--- src/rtl/compressor_pkg.sv ---
// Shared constants and payload type for the pipelined 4:2 compressor row.
// Optional final adder is controlled by the COMPRESSOR_FINAL_ADD_EN macro.
package compressor_pkg;

    localparam int COMP_WIDTH    = 8;
    localparam int COMP_RESULT_W = COMP_WIDTH + 2;

    typedef struct packed {
        logic [COMP_WIDTH-1:0] sum;
        logic [COMP_WIDTH-1:0] carry;
        logic                  cout;
    } comp_payload_t;

    function automatic int comp_result_w(input int w);
        return w + 2;
    endfunction

endpackage

--- src/rtl/compressor_4to2_cell.sv ---
// One 4:2 compressor column: two chained full adders, combinational.
// co feeds the next column's ci; carry leaves the row with weight 2^(i+1).
module compressor_4to2_cell (
    input  logic a,
    input  logic b,
    input  logic c,
    input  logic d,
    input  logic ci,
    output logic s,
    output logic co,
    output logic carry
);

    logic s1;

    full_adder u_fa1 (
        .a  (a),
        .b  (b),
        .c  (c),
        .s  (s1),
        .co (co)
    );

    full_adder u_fa2 (
        .a  (s1),
        .b  (d),
        .c  (ci),
        .s  (s),
        .co (carry)
    );

endmodule

--- src/rtl/full_adder.sv ---
// Single-bit full adder: s = a^b^c, co = majority(a,b,c). Purely combinational.
module full_adder (
    input  logic a,
    input  logic b,
    input  logic c,
    output logic s,
    output logic co
);

    assign s  = a ^ b ^ c;
    assign co = (a & b) | (a & c) | (b & c);

endmodule

--- src/rtl/compressor_4to2_pipe.sv ---
// WIDTH-bit 4:2 compressor row with two-stage valid/ready pipeline, 2-cycle latency.
// COMPRESSOR_FINAL_ADD_EN adds a registered binary result in stage 2; otherwise result_o is 0.
module compressor_4to2_pipe
    import compressor_pkg::*;
#(
    parameter int WIDTH = COMP_WIDTH
) (
    input  logic                              clk,
    input  logic                              rst,
    input  logic                              in_valid,
    output logic                              in_ready,
    input  logic [WIDTH-1:0]                  x1_i,
    input  logic [WIDTH-1:0]                  x2_i,
    input  logic [WIDTH-1:0]                  x3_i,
    input  logic [WIDTH-1:0]                  x4_i,
    input  logic                              cin_i,
    output logic                              out_valid,
    input  logic                              out_ready,
    output logic [WIDTH-1:0]                  sum_o,
    output logic [WIDTH-1:0]                  carry_o,
    output logic                              cout_o,
    output logic [comp_result_w(WIDTH)-1:0]   result_o
);

    localparam int RW = comp_result_w(WIDTH);

    typedef struct packed {
        logic [WIDTH-1:0] sum;
        logic [WIDTH-1:0] carry;
        logic             cout;
    } stage_t;

    logic [WIDTH-1:0] sum_c;
    logic [WIDTH-1:0] carry_c;
    logic [WIDTH-1:0] co_c;
    logic [WIDTH-1:0] ci_c;

    // Inter-column chain only through FA1 carries; FA2 carries never ripple.
    assign ci_c = {co_c[WIDTH-2:0], cin_i};

    for (genvar i = 0; i < WIDTH; i++) begin : g_col
        compressor_4to2_cell u_cell (
            .a     (x1_i[i]),
            .b     (x2_i[i]),
            .c     (x3_i[i]),
            .d     (x4_i[i]),
            .ci    (ci_c[i]),
            .s     (sum_c[i]),
            .co    (co_c[i]),
            .carry (carry_c[i])
        );
    end

    stage_t s1_q, s1_d, s2_q, s2_d;
    logic   s1_valid_q, s1_valid_d;
    logic   out_valid_q, out_valid_d;
    logic   s1_load, s2_load;

    always_comb begin
        s2_load     = s1_valid_q && (!out_valid_q || out_ready);
        in_ready    = !s1_valid_q || s2_load;
        s1_load     = in_valid && in_ready;
        s1_d        = s1_q;
        s2_d        = s2_q;
        s1_valid_d  = s1_valid_q;
        out_valid_d = out_valid_q;

        if (s1_load) begin
            s1_d.sum   = sum_c;
            s1_d.carry = carry_c;
            s1_d.cout  = co_c[WIDTH-1];
            s1_valid_d = 1'b1;
        end else if (s2_load) begin
            s1_valid_d = 1'b0;
        end

        if (s2_load) begin
            s2_d        = s1_q;
            out_valid_d = 1'b1;
        end else if (out_ready) begin
            out_valid_d = 1'b0;
        end
    end

    always_ff @(posedge clk) begin
        if (rst) begin
            s1_q        <= '0;
            s2_q        <= '0;
            s1_valid_q  <= 1'b0;
            out_valid_q <= 1'b0;
        end else begin
            s1_q        <= s1_d;
            s2_q        <= s2_d;
            s1_valid_q  <= s1_valid_d;
            out_valid_q <= out_valid_d;
        end
    end

`ifdef COMPRESSOR_FINAL_ADD_EN
    logic [RW-1:0] result_q, result_d;

    always_comb begin
        result_d = result_q;
        if (s2_load) begin
            result_d = RW'(s1_q.sum) + (RW'(s1_q.carry) << 1) + (RW'(s1_q.cout) << WIDTH);
        end
    end

    always_ff @(posedge clk) begin
        if (rst) begin
            result_q <= '0;
        end else begin
            result_q <= result_d;
        end
    end

    assign result_o = result_q;
`else
    assign result_o = {RW{1'b0}};
`endif

    assign out_valid = out_valid_q;
    assign sum_o     = s2_q.sum;
    assign carry_o   = s2_q.carry;
    assign cout_o    = s2_q.cout;

endmodule
--- config.mk ---
export PLATFORM = sky130hd
export DESIGN_NAME = compressor_4to2_pipe
export DESIGN_NICKNAME = d
export VERILOG_FILES = /design/src/rtl/compressor_pkg.sv /design/src/rtl/compressor_4to2_cell.sv /design/src/rtl/full_adder.sv /design/src/rtl/compressor_4to2_pipe.sv
export SDC_FILE = /design/constraint.sdc
export NUM_CORES = 1
export LEC_CHECK = 0
export CORE_MARGIN = 1
export CORE_UTILIZATION = 49
export DETAILED_ROUTE_END_ITERATION = 12
export GPL_ROUTABILITY_DRIVEN = 0
export GPL_TIMING_DRIVEN = 0
export HOLD_SLACK_MARGIN = 0.12
export PLACE_DENSITY = 0.86
export SETUP_SLACK_MARGIN = 0.05
export SLEW_MARGIN = 10
export SYNTH_ARGS = -nofsm -noshare
export SYNTH_HDL_FRONTEND = slang
export SYNTH_HIERARCHICAL = 1
export SYNTH_SLANG_ARGS = --single-unit
--- constraint.sdc ---
create_clock -name clk -period 5.5 [get_ports clk]
set_clock_uncertainty 0.2 [all_clocks]
set_input_delay 1.1 -clock clk [delete_from_list [all_inputs] [get_ports clk]]
set_output_delay 1.1 -clock clk [all_outputs]
set_load 0.02 [all_outputs]
==> metrics <==
status=finished clean; CTS tree=built; CP Data Arrival Time=2.67 ns; iteration-0 DRC count of the detailed router=85; reg2reg end=carry_o[6]$_SDFFE_PP0P_; hold_buf cts=0; Final TNS setup=0 ns; worst path required time=4.20 ns; area grow syn2layout=38.8%; drt pass-1 iters=4; fmax=0.252 GHz; setup bufs post-CTS=0; Reg-to-Reg Start=s1_valid_q$_SDFFE_PP0P_; Yosys warnings=6; Skew-Pair Late Insertion Delay=0.29 ns; Syn Area/Cell=10.2 um2; Hold Path End=carry_o[3]$_SDFFE_PP0P_; Mapped Cells=187; crit path launch=out_ready; Hold Vio Cnt, Final=0; gr ovfl total=0; routed len/inst=12.9 um; Final Setup Violations=0; crit path kind=input port to output pin; Syn Std Cell Area=1910 um2; RSZ-0062 raised after global routing=false; largest net degree at the start of global routing=11; hold depth=2; # IOs=66; die footprint=4150 um2; Die W=64.4 um; post-route DRC violation count=0; Max Slew Vio Count=0; reg2reg setup slack=4.06 ns; Root Driver=clkbuf_8; port bufs=55; Vias/cell=4.91; Final Cycle Share=0.722; crit end category=output pin; hold path startpoint=carry_o[3]$_SDFFE_PP0P_; CTS buffer count=5; FF+latch count, synth=36; nets=311; setup slack after placement=1.53 ns; global-route wire length before repair=6.64 mm; register area share after synthesis=0.377; CTS Sinks=36; Final min period=3.97 ns; antenna-violating nets left=0; vias in the first global route=1441; R2R cell count=4; final setup margin=1.53 ns; LEAKAGE=1.03 nW; max-cap viol count=0; Resized cells post-CTS=0; initial antenna violation count=0; worst vdd ir=0.163 mV; clk buf depth=2; final WL=3.95 mm; Hold/Removal Path Class=flop to flop; fin util=0.718; num rows=22; dpl cells=299; layout cells sized above 1=0.116; Hold Slack=0.280 ns; fin cells=306; Final HPWL DP=3.07 mm; ant diodes=0; vias post-DR=1502; CP Max Fanout=10; Reg clk slew, reported paths=0.06 ns; CORE AREA=3690 um2; htree depth=2; Initial Util=0.518; Die Span Y=64.4 um; startpoint types=input port; GRT Total Usage=0.213; pwr/cell area=240 nW/um2; library cells used by synthesis=19
## synth_stat cells
cell type,n,area share
a21boi_2,1,0.0059
nor2b_4,1,0.0072
inv_2,1,0.0020
nand2b_1,35,0.11
buf_6,1,0.0059
nand2_1,1,0.0020
nand3_1,17,0.045
fa_1,16,0.17
a21oi_1,19,0.050
dfxtp_1,36,0.38
clkbuf_1,4,0.0079
nor2_1,1,0.0020
buf_12,1,0.010
mux2i_1,17,0.089
buf_2,3,0.0079
conb_1,1,0.0020
buf_4,15,0.059
o21ai_0,8,0.021
o21ai_1,9,0.024
## flip-flops by register name (all words and copies together), names as in the netlist
| name | cells |
|---|---|
| carry_o | 8 |
| cout_o | 1 |
| out_valid | 1 |
| s1_q | 17 |
| s1_valid_q | 1 |
| sum_o | 8 |
## metrics by stage
stage / total power, mW / instance area (um2)
global placement: 0.438 / 2550
floorplan: 0.382 / 1940
finish: 0.636 / 2650
global route: 0.670 / 2650
CTS: 0.641 / 2650
detailed placement: 0.443 / 2550
## power breakdown
| part | internal, mW | leakage (nW) | total, mW | switching, mW |
|---|---|---|---|---|
| combinational | 0.0776 | 0.687 | 0.144 | 0.0666 |
| sequential | 0.281 | 0.295 | 0.292 | 0.0117 |
| clock | 0.111 | 0.0503 | 0.200 | 0.0885 |
## area by class of cell
cell class	count	area [um2]
multi-input cells	135	1040
fillers	302	1040
flip-flops and latches	36	721
repair buffers	55	551
plain buffers	24	174
clock buffers	7	96.3
well taps	48	60.1
inverters	1	3.75
## worst max-delay path by stage
stage                          end  slack (ns)  cells after the start
after CTS                 in_ready        1.53                      6
after floorplan           in_ready        2.57                      4
after global routing      in_ready        1.48                      6
after global placement    in_ready        1.54                      6
after detailed placement  in_ready        1.53                      6
final                     in_ready        1.53                      6
## layout by cell type (no fill, tap or decap), drive strengths merged
master / netlist / routed
o21ai: 17 / 17
clkdlybuf4s50: 0 / 55
mux2i: 17 / 17
nand3: 17 / 17
conb: 1 / 10
buf: 20 / 20
nor2b: 1 / 1
a21boi: 1 / 1
nand2b: 35 / 35
clkbuf: 4 / 11
nand2: 1 / 1
inv: 1 / 1
dfxtp: 36 / 36
a21oi: 19 / 19
fa: 16 / 16
nor2: 1 / 1
## cell families (layout without fill, tap and decap cells)
logic type / Yosys count / in the layout / share of synthesized area
and+or+nand+nor: 55 / 55 / 0.170
AOI/OAI and AO/OA: 37 / 37 / 0.100
DFF: 36 / 36 / 0.377
buffers and inverters: 25 / 87 / 0.0930
muxes: 17 / 17 / 0.0891
adders and majority gates: 16 / 16 / 0.168
other: 1 / 10 / 0.00196
## worst max-delay path: stages
cell	delay, ns
clkdlybuf4s50_1	0.52
nor2b_4	0.06
buf_4	0.17
buf_4	0.17
nand2_1	0.07
clkdlybuf4s50_1	0.59
## routing by layer
layer,track usage,up-vias,share of wire
met2,0.357,60,0.50
met5,0,-,0
met4,0.0917,0,0.020
met1,0.252,691,0.42
li1,-,743,-
met3,0.0616,8,0.057
(Power assumes the default switching activity.)
